--- src/rtl/bus_rr_arbiter_pkg.sv ---
// Shared types and widths for the round-robin bus arbiter and its priority finder.
package bus_rr_arbiter_pkg;

  localparam int unsigned ID_W   = 3;
  localparam int unsigned HOLD_W = 8;

  typedef enum logic [1:0] {
    ST_IDLE  = 2'd0,
    ST_GRANT = 2'd1,
    ST_GAP   = 2'd2
  } arb_state_e;

endpackage

--- src/rtl/bus_rr_arbiter_rr_pick.sv ---
// Combinational rotate-priority finder: first set req bit after 'last', wrapping.
module rr_pick
  import bus_rr_arbiter_pkg::*;
#(
  parameter int unsigned N_REQ = 4
) (
  input  logic [N_REQ-1:0] req,
  input  logic [ID_W-1:0]  last,
  output logic             found,
  output logic [ID_W-1:0]  winner
);

  logic [ID_W-1:0]  pos;
  logic [N_REQ-1:0] rot;

  // Scan last+1 .. last+N_REQ; the final candidate is 'last' itself.
  always_comb begin
    found  = 1'b0;
    winner = '0;
    pos    = '0;
    rot    = '0;
    for (int unsigned i = 1; i <= N_REQ; i++) begin
      pos = ID_W'((32'(last) + i) % N_REQ);
      rot = req >> pos;
      if (!found && rot[0]) begin
        found  = 1'b1;
        winner = pos;
      end
    end
  end

endmodule

--- src/rtl/bus_rr_arbiter.sv ---
// Round-robin bus arbiter with registered one-hot grant and a one-cycle turnaround gap.
// Hold-limit preemption and the expired pulse are enabled by defining ARB_TIMEOUT_EN.
module bus_rr_arbiter
  import bus_rr_arbiter_pkg::*;
#(
  parameter int unsigned N_REQ    = 4,
  parameter int unsigned MAX_HOLD = 15
) (
  input  logic             clk,
  input  logic             rst,
  input  logic [N_REQ-1:0] req,
  output logic [N_REQ-1:0] grant,
  output logic [ID_W-1:0]  grant_id,
  output logic             busy,
  output logic             expired
);

  arb_state_e        state, state_d;
  logic [N_REQ-1:0]  grant_d;
  logic [ID_W-1:0]   grant_id_d;
  logic              busy_d;
  logic              expired_d;
  logic [ID_W-1:0]   last, last_d;
  logic [HOLD_W-1:0] hold_cnt, hold_d;
  logic              found;
  logic [ID_W-1:0]   winner;

  rr_pick #(.N_REQ(N_REQ)) u_pick (
    .req    (req),
    .last   (last),
    .found  (found),
    .winner (winner)
  );

  always_ff @(posedge clk) begin
    if (rst) begin
      state    <= ST_IDLE;
      grant    <= '0;
      grant_id <= '0;
      busy     <= 1'b0;
      expired  <= 1'b0;
      last     <= ID_W'(N_REQ - 1);
      hold_cnt <= '0;
    end else begin
      state    <= state_d;
      grant    <= grant_d;
      grant_id <= grant_id_d;
      busy     <= busy_d;
      expired  <= expired_d;
      last     <= last_d;
      hold_cnt <= hold_d;
    end
  end

  // Next-state and next-output logic; IDLE and GAP both arbitrate at their end.
  always_comb begin
    state_d    = state;
    grant_d    = grant;
    grant_id_d = grant_id;
    busy_d     = busy;
    expired_d  = 1'b0;
    last_d     = last;
    hold_d     = hold_cnt;
    case (state)
      ST_IDLE, ST_GAP: begin
        grant_d = '0;
        busy_d  = 1'b0;
        state_d = ST_IDLE;
        if (found) begin
          grant_d    = N_REQ'(1) << winner;
          grant_id_d = winner;
          busy_d     = 1'b1;
          last_d     = winner;
          hold_d     = HOLD_W'(1);
          state_d    = ST_GRANT;
        end
      end
      ST_GRANT: begin
        // Owner release wins over the hold limit, so a coincident drop is not "expired".
        if (!(|(req & grant))) begin
          grant_d = '0;
          busy_d  = 1'b0;
          state_d = ST_GAP;
        end
`ifdef ARB_TIMEOUT_EN
        else if ((hold_cnt == HOLD_W'(MAX_HOLD)) && (|(req & ~grant))) begin
          grant_d   = '0;
          busy_d    = 1'b0;
          expired_d = 1'b1;
          state_d   = ST_GAP;
        end
`endif
        else if (hold_cnt != HOLD_W'(MAX_HOLD)) begin
          hold_d = hold_cnt + HOLD_W'(1);
        end
      end
      default: begin
        grant_d = '0;
        busy_d  = 1'b0;
        state_d = ST_IDLE;
      end
    endcase
  end

endmodule

--- config.mk ---
export PLATFORM = sky130hd
export DESIGN_NAME = bus_rr_arbiter
export DESIGN_NICKNAME = d
export VERILOG_FILES = /design/src/rtl/bus_rr_arbiter_pkg.sv /design/src/rtl/bus_rr_arbiter_rr_pick.sv /design/src/rtl/bus_rr_arbiter.sv
export SDC_FILE = /design/constraint.sdc
export NUM_CORES = 1
export LEC_CHECK = 0
export CORE_AREA = 2 2 39 41
export DETAILED_ROUTE_END_ITERATION = 8
export DIE_AREA = 0 0 41 43
export PLACE_DENSITY_LB_ADDON = 0.3
export SYNTH_ARGS = -nofsm -noshare
export SYNTH_HDL_FRONTEND = slang
export SYNTH_SLANG_ARGS = --single-unit
--- constraint.sdc ---
create_clock -name clk -period 2.2 [get_ports clk]
set_input_delay 0.33 -clock clk [delete_from_list [all_inputs] [get_ports clk]]
set_output_delay 0.33 -clock clk [all_outputs]
set_load 0.02 [all_outputs]
==> PnR_summary.wiki, run 1 <==
{| class="wikitable"
! Metric !! Value
|-
| Run status || finished clean
|-
| Initial antenna violation count || 0
|-
| Post-layout minimum cycle time || 1.70 ns
|-
| Resized Gates After CTS || 0
|-
| Launching instance or port of the critical path || state[0]$_SDFFE_PP0P_
|-
| Iteration count of the initial detailed-routing pass || 4
|-
| Critical path's largest stage delay || 0.65 ns
|-
| Setup violators final || 0
|-
| Starting Density || 37.1%
|-
| Global placement routability congestion || 0.800
|-
| Netlist cell types || 25
|-
| Setup skew after layout || 0.00251 ns
|-
| Floorplan row count || 14
|-
| Number of endpoints with negative hold slack in the final report || 0
|-
| Residual DRC count || 0
|-
| Sequential cell area in the final layout || 200 µm²
|-
| Hold-fix buffers at CTS || 0
|-
| Share of total power in sequential cells || 42.5%
|-
| RSZ-0062 raised after global routing || false
|-
| Overall die height || approximately 43 µm
|-
| Clock network latency to the later pin of the worst-skew pair || 0.27 ns
|-
| Overall via count from detail_route || 431
|-
| Number of clock sinks || 10
|-
| Clk Tree Root Cell || sky130_fd_sc_hd__clkbuf_4
|-
| Largest cells by area after synthesis || sky130_fd_sc_hd__dfxtp_1, sky130_fd_sc_hd__a211oi_2, sky130_fd_sc_hd__nand2_1
|-
| Synthesized instance count || 53
|-
| Part of the cycle the worst path needs || 77.1%
|-
| Sum of buffers and inverters on the critical path || 1
|-
| Max Freq || 589 MHz
|-
| Kind of cell adding the most delay to the critical path || buffers and inverters
|-
| Most frequent standard cell in the layout excluding fill and tap cells || sky130_fd_sc_hd__clkdlybuf4s50_1
|-
| Share of Yosys cell area claimed by the top area cell type || 39.0%
|-
| Library cell contributing the largest single delay on the critical path || sky130_fd_sc_hd__clkdlybuf4s50_1
|-
| Mean post-synth cell area || 9.68 µm²
|-
| Signed area change from the synthesized netlist to the final layout || 29.3%
|-
| Final Net Count || 73
|-
| Total global routing track utilization || 15.9%
|-
| H-tree level count || 1
|-
| Core Area || 0.00138 mm²
|-
| Levels on crit path || 1
|-
| Post-route design area || 663 µm²
|-
| Per-cell routed wire length || 12.8 µm
|-
| Sequential cell area fraction in the yosys report || 39.0%
|-
| Critical Path AT || 1.37 ns
|-
| Total negative slack || 0 ns
|-
| Largest driver fanout on the critical path || 7
|-
| Instance area after placement || about 630 µm²
|-
| Critical setup path kind || reg -> out
|-
| Power density over the cells || about 770 mW/mm²
|-
| Setup slack after placement || 0.436 ns
|-
| Vias in the first global route || 430
|-
| Number of diodes added for antenna fixing || 0
|-
| Via-to-Cell Ratio || 5.26
|-
| Chain of cells forming the critical path || clkdlybuf4s50_1
|-
| Total Power || a little over 0.5 mW
|-
| Number of primary I/O pins || 15
|-
| Relative contribution of the clock network to total power || 32.8%
|-
| Width of the die || 41 µm
|-
| Startpoint types || flop
|-
| Port Buffers || 12
|-
| Register clock-pin slew on the reported worst setup and hold paths || about 0.060 ns
|-
| Reg2reg path depth || 4
|-
| Reg2reg end || grant_id[1]$_SDFFE_PP0P_
|-
| Number of max-slew violations in the final report || 0
|-
| Worst supply voltage drop on vdd || 0.387 mV
|-
| Net Switching || 0.148 mW
|-
| Multi-input logic area || 287 µm²
|-
| Fraction of power spent switching nets || between 20 and 30%
|-
| Half-perimeter wire length after detailed placement || about 770 µm
|-
| Flops & latches, synth || 10
|-
| Total clock buffers created by CTS || 3
|-
| WP data required || 1.87 ns
|-
| CTS tree || done
|-
| Total standard cell area after synthesis || 513 µm²
|-
| Internal power contribution || 0.363 mW
|-
| CP endpoint kind || output port
|-
| Library cell with the largest summed area after synthesis || sky130_fd_sc_hd__dfxtp_1
|-
| Commonest cells after routing, fill and taps aside || sky130_fd_sc_hd__clkdlybuf4s50_1, sky130_fd_sc_hd__dfxtp_1, sky130_fd_sc_hd__nand2_1
|-
| Count of max-cap constraint violations || 0
|-
| Buffers from clock root to sink, at most || 2
|-
| Maximum number of pins on one net before global-route repair || 10
|-
| Reg2reg setup slack || 0.96 ns
|-
| Wire length of the first global-routing pass || 1830 µm
|-
| Comb power frac || around a quarter
|-
| Die footprint || around 0.0018 mm²
|-
| Remaining antenna violation count after routing || 0
|-
| Drt first-iter violations || 8
|-
| Setup slack of the critical path after layout || 0.504 ns
|-
| Worst flop-to-flop path startpoint || last[1]$_SDFFE_PP1P_
|-
| Leakage Power || 0.248 nW
|-
| Number of fill cells in the layout || roughly 150
|-
| Number of buffers added for setup after CTS || 0
|-
| Min-delay worst type || reg -> reg
|-
| Wire length reported by the detailed router || 1050 µm
|-
| GR Overflow Total || 0
|-
| End point of the critical path || busy
|-
| Proportion of layout cells with a drive suffix above 1 || around a fifth
|-
| Synth Warn # || 0
|}
-- through the flow --
stage / utilization (%) / hold slack [ns] / cells
4_1_cts: 47.9 / 0.431 / 82
5_1_grt: 47.9 / 0.471 / 82
3_5_place_dp: 45.3 / 0.421 / 78
6_report: 47.9 / 0.431 / 82
3_3_place_gp: 45.3 / 0.417 / 78
2_1_floorplan: - / 0.405 / 54
-- sequential cells by signal (all words and copies together), names as in the netlist --
register / count
grant: 4
grant_id: 2
last: 2
state: 2
-- Yosys cell counts --
master / instances
sky130_fd_sc_hd__a21oi_1: 4
sky130_fd_sc_hd__a32o_1: 1
sky130_fd_sc_hd__a21o_2: 2
sky130_fd_sc_hd__buf_6: 1
sky130_fd_sc_hd__o2bb2ai_1: 2
sky130_fd_sc_hd__nand3b_1: 2
sky130_fd_sc_hd__nand2_1: 6
sky130_fd_sc_hd__nand2b_1: 2
sky130_fd_sc_hd__a31o_1: 1
sky130_fd_sc_hd__o221a_4: 1
sky130_fd_sc_hd__nor2_1: 3
sky130_fd_sc_hd__or2_4: 1
sky130_fd_sc_hd__dfxtp_1: 10
sky130_fd_sc_hd__a22o_1: 1
sky130_fd_sc_hd__and2b_1: 1
sky130_fd_sc_hd__a22oi_1: 2
sky130_fd_sc_hd__mux2i_1: 1
sky130_fd_sc_hd__and4bb_2: 1
sky130_fd_sc_hd__nor4b_1: 1
sky130_fd_sc_hd__nor3_1: 2
sky130_fd_sc_hd__clkbuf_1: 1
sky130_fd_sc_hd__a21oi_2: 2
sky130_fd_sc_hd__buf_4: 2
sky130_fd_sc_hd__conb_1: 1
sky130_fd_sc_hd__a211oi_2: 2
-- metal layers --
metal,up-vias,GRT usage (%),wire length (µm)
met5,-,0,0
met3,5,1.57,72
li1,217,-,-
met4,0,14.0,39
met2,15,21.3,424
met1,194,21.3,513
-- power groups by stage --
stage          logic (mW)  registers [mW]  clock network [mW]
2_1_floorplan      0.0780           0.229                   0
4_1_cts             0.127           0.217               0.172
3_5_place_dp        0.127           0.221                   0
5_1_grt             0.138           0.221               0.180
3_3_place_gp        0.126           0.221                   0
6_report            0.126           0.217               0.167
-- worst min path at each step --
stage,slack [ns],to,depth (start not counted),startpoint
2_1_floorplan,0.40,state[1]$_SDFFE_PP0P_,1,state[1]$_SDFFE_PP0P_
3_3_place_gp,0.42,state[1]$_SDFFE_PP0P_,1,state[1]$_SDFFE_PP0P_
3_5_place_dp,0.42,state[1]$_SDFFE_PP0P_,1,state[1]$_SDFFE_PP0P_
4_1_cts,0.43,state[1]$_SDFFE_PP0P_,1,state[1]$_SDFFE_PP0P_
5_1_grt,0.47,state[1]$_SDFFE_PP0P_,1,state[1]$_SDFFE_PP0P_
6_report,0.43,state[1]$_SDFFE_PP0P_,1,state[1]$_SDFFE_PP0P_
-- cell families (layout without fill, tap and decap cells) --
kind of cell / Yosys count / after routing / synth area share (%)
compound gates: 18 / 18 / 31.2
buf+inv: 4 / 16 / 5.85
flops: 10 / 10 / 39.0
mux: 1 / 1 / 1.95
other cells: 1 / 2 / 0.731
simple gates: 19 / 19 / 21.2
-- layout make-up --
| type | instances | area share, % |
|---|---|---|
| Clock buffer | 4 | 5.47 |
| Multi-Input combinational cell | 40 | 43.2 |
| Sequential cell | 10 | 30.2 |
| Tap cell | 16 | 3.02 |
| Timing Repair Buffer | 12 | 18.1 |
No activity file was read; power rests on OpenSTA's default activity.
==> run 2, diff against run 1 <==
CORE_AREA = 2 2 40 42   (was 2 2 39 41)
DIE_AREA = 0 0 42 44   (was 0 0 41 43)
clock period = 1.4 ns   (was 2.2 ns; I/O delays follow)
==> run 2 against run 1 <==
Compared with the run above: non-clock buffer count is 6 higher; register-to-register slack got worse by 0.79 ns; cell area increased by 4.2%; flip-flop and latch count stayed put; first-iteration DRC count is 13% higher; combinational power rose by 67%; hold slack lost 0.0051 ns; wire length grew 1.3%; die area is 4.8% higher; global-route usage is 2.8 points lower; critical endpoint is now grant[2]$_SDFFE_PP0P_; largest power group unchanged; highest routed layer unchanged.
==> PnR_summary.wiki, run 2 (synthesis results as in run 1) <==
{| class="wikitable"
! Metric !! Value
|-
| Max Freq || 771 MHz
|-
| Total global routing track utilization || a little over an eighth
|-
| WP data required || 1.56 ns
|-
| Number of max-slew violations in the final report || 0
|-
| Floorplan row count || 14
|-
| Setup slack of the critical path after layout || 0.103 ns
|-
| Min-delay worst type || reg -> reg
|-
| Flip-flop count of the largest register, all copies and words added || 4
|-
| Layer with the highest usage || met2
|-
| Routing usage on met2 || about a fifth
|-
| Wire length reported by the detailed router || ~1100 µm
|-
| Setup violators final || 0
|-
| Overall die height || roughly 44 µm
|-
| Total negative slack || 0 ns
|-
| Sequential cell area in the final layout || 200 µm²
|-
| Critical setup path kind || in -> reg
|-
| Starting Density || 36.2%
|-
| Proportion of layout cells with a drive suffix above 1 || 25.4%
|-
| Hold slack final || 0.426 ns
|-
| Number of diodes added for antenna fixing || 0
|-
| Number of clock sinks || 10
|-
| Met3 track demand over resource in global routing || 1.67%
|-
| H-tree level count || 1
|-
| Width of the die || 42 µm
|-
| Number of endpoints with negative hold slack in the final report || 0
|-
| Wire length of the first global-routing pass || 1740 µm
|-
| Multi-input logic area || 287 µm²
|-
| Setup slack after placement || -0.260 ns
|-
| Drt first-iter violations || 9
|-
| Worst supply voltage drop on vdd || around 0.56 mV
|-
| CP endpoint kind || flop
|-
| Count of max-cap constraint violations || 0
|-
| Residual DRC count || 0
|-
| Maximum number of pins on one net before global-route repair || 8
|-
| Setup skew after layout || 0.00472 ns
|-
| Clock network latency to the later pin of the worst-skew pair || 0.26 ns
|-
| Post-layout minimum cycle time || roughly 1.3 ns
|-
| Iteration count of the initial detailed-routing pass || 4
|-
| Vias in the first global route || around 430
|-
| Signed area change from the synthesized netlist to the final layout || 34.6%
|-
| GR Overflow Total || 0
|-
| Most frequent standard cell in the layout excluding fill and tap cells || sky130_fd_sc_hd__dfxtp_1
|-
| Total clock buffers created by CTS || 3
|-
| Initial antenna violation count || 0
|-
| Register clock-pin slew on the reported worst setup and hold paths || 0.06 ns
|-
| Most flop-heavy register || grant
|-
| Number of buffers added for setup after CTS || 0
|-
| Global placement routability congestion || 0.830
|-
| Leakage Power || 0.316 nW
|-
| Commonest cells after routing, fill and taps aside || sky130_fd_sc_hd__dfxtp_1, sky130_fd_sc_hd__dlygate4sd2_1, sky130_fd_sc_hd__nand2_1, sky130_fd_sc_hd__buf_4, sky130_fd_sc_hd__a21oi_1
|-
| Final Net Count || 79
|-
| Run status || finished clean
|-
| Via-to-Cell Ratio || 5.20
|-
| Clk Tree Root Cell || sky130_fd_sc_hd__clkbuf_4
|-
| Global routing met1 resource utilization || 16.2%
|-
| Startpoint types || input pin
|-
| Per-cell routed wire length || about 12 µm
|-
| Overall via count from detail_route || between 400 and 500
|-
| Total Power || around 0.74 mW
|-
| Final core utilization || 48.7%
|-
| Number of fill cells in the layout || 140
|-
| Port Buffers || 12
|-
| CTS tree || done
|-
| Buffers from clock root to sink, at most || 2
|-
| Largest driver fanout on the critical path || 5
|-
| Die footprint || between 0.0015 and 0.002 mm²
|-
| Core Area || roughly 0.0014 mm²
|-
| Critical Path AT || 1.46 ns
|-
| Power density over the cells || roughly 1100 mW/mm²
|-
| Remaining antenna violation count after routing || 0
|-
| RSZ-0062 raised after global routing || false
|-
| Number of primary I/O pins || 15
|-
| Part of the cycle the worst path needs || roughly 93%
|}
## run 2: cell type report
cell class                      instances  area share [%]
Multi-Input combinational cell         40            41.5
Sequential cell                        10            29.0
Timing Repair Buffer                   18            23.4
Clock buffer                            3            3.26
Tap cell                               16            2.90
## run 2: worst paths after layout
kind	from	depth (start not counted)	to	slack [ns]
worst max-delay path	req[3]	5	grant[2]$_SDFFE_PP0P_	0.10
worst min-delay path	state[1]$_SDFFE_PP0P_	1	state[1]$_SDFFE_PP0P_	0.43
worst max register to register	last[1]$_SDFFE_PP1P_	4	grant_id[1]$_SDFFE_PP0P_	0.17
worst min register to register	state[1]$_SDFFE_PP0P_	1	state[1]$_SDFFE_PP0P_	0.43
## run 2: what timing repair did
action / in CTS / in global routing
endpoints found under the setup margin: 7 / 1
endpoints found under the hold margin: 0 / 0
hold buffers: 0 / 0
gates resized for setup: 7 / 2
## run 2: through the flow
stage                     std cells  area [µm²]
after floorplan                  54         517
after global placement           84         672
after detailed placement         84         672
after CTS                        87         686
after global routing             87         691
final                            87         691
## run 2: critical path: stages
cell	delay (ns)
sky130_fd_sc_hd__clkdlybuf4s50_1	0.48
sky130_fd_sc_hd__nor2_1	0.26
sky130_fd_sc_hd__a31o_1	0.22
sky130_fd_sc_hd__nor3_1	0.06
sky130_fd_sc_hd__a22o_1	0.22
## run 2: report_power, final
part	total (mW)	internal [mW]	switching [mW]
combinational	0.211	0.103	0.108
sequential	0.337	0.313	0.0235
clock	0.189	0.0989	0.0903
## run 2: per-layer routing
metal | up-vias | share of wire, % | wire length, µm
met3 | 5 | 5.2 | 55
met1 | 205 | 49 | 519
li1 | 228 | - | -
met5 | - | 0 | 0
met4 | 0 | 2.4 | 25
met2 | 14 | 43 | 461
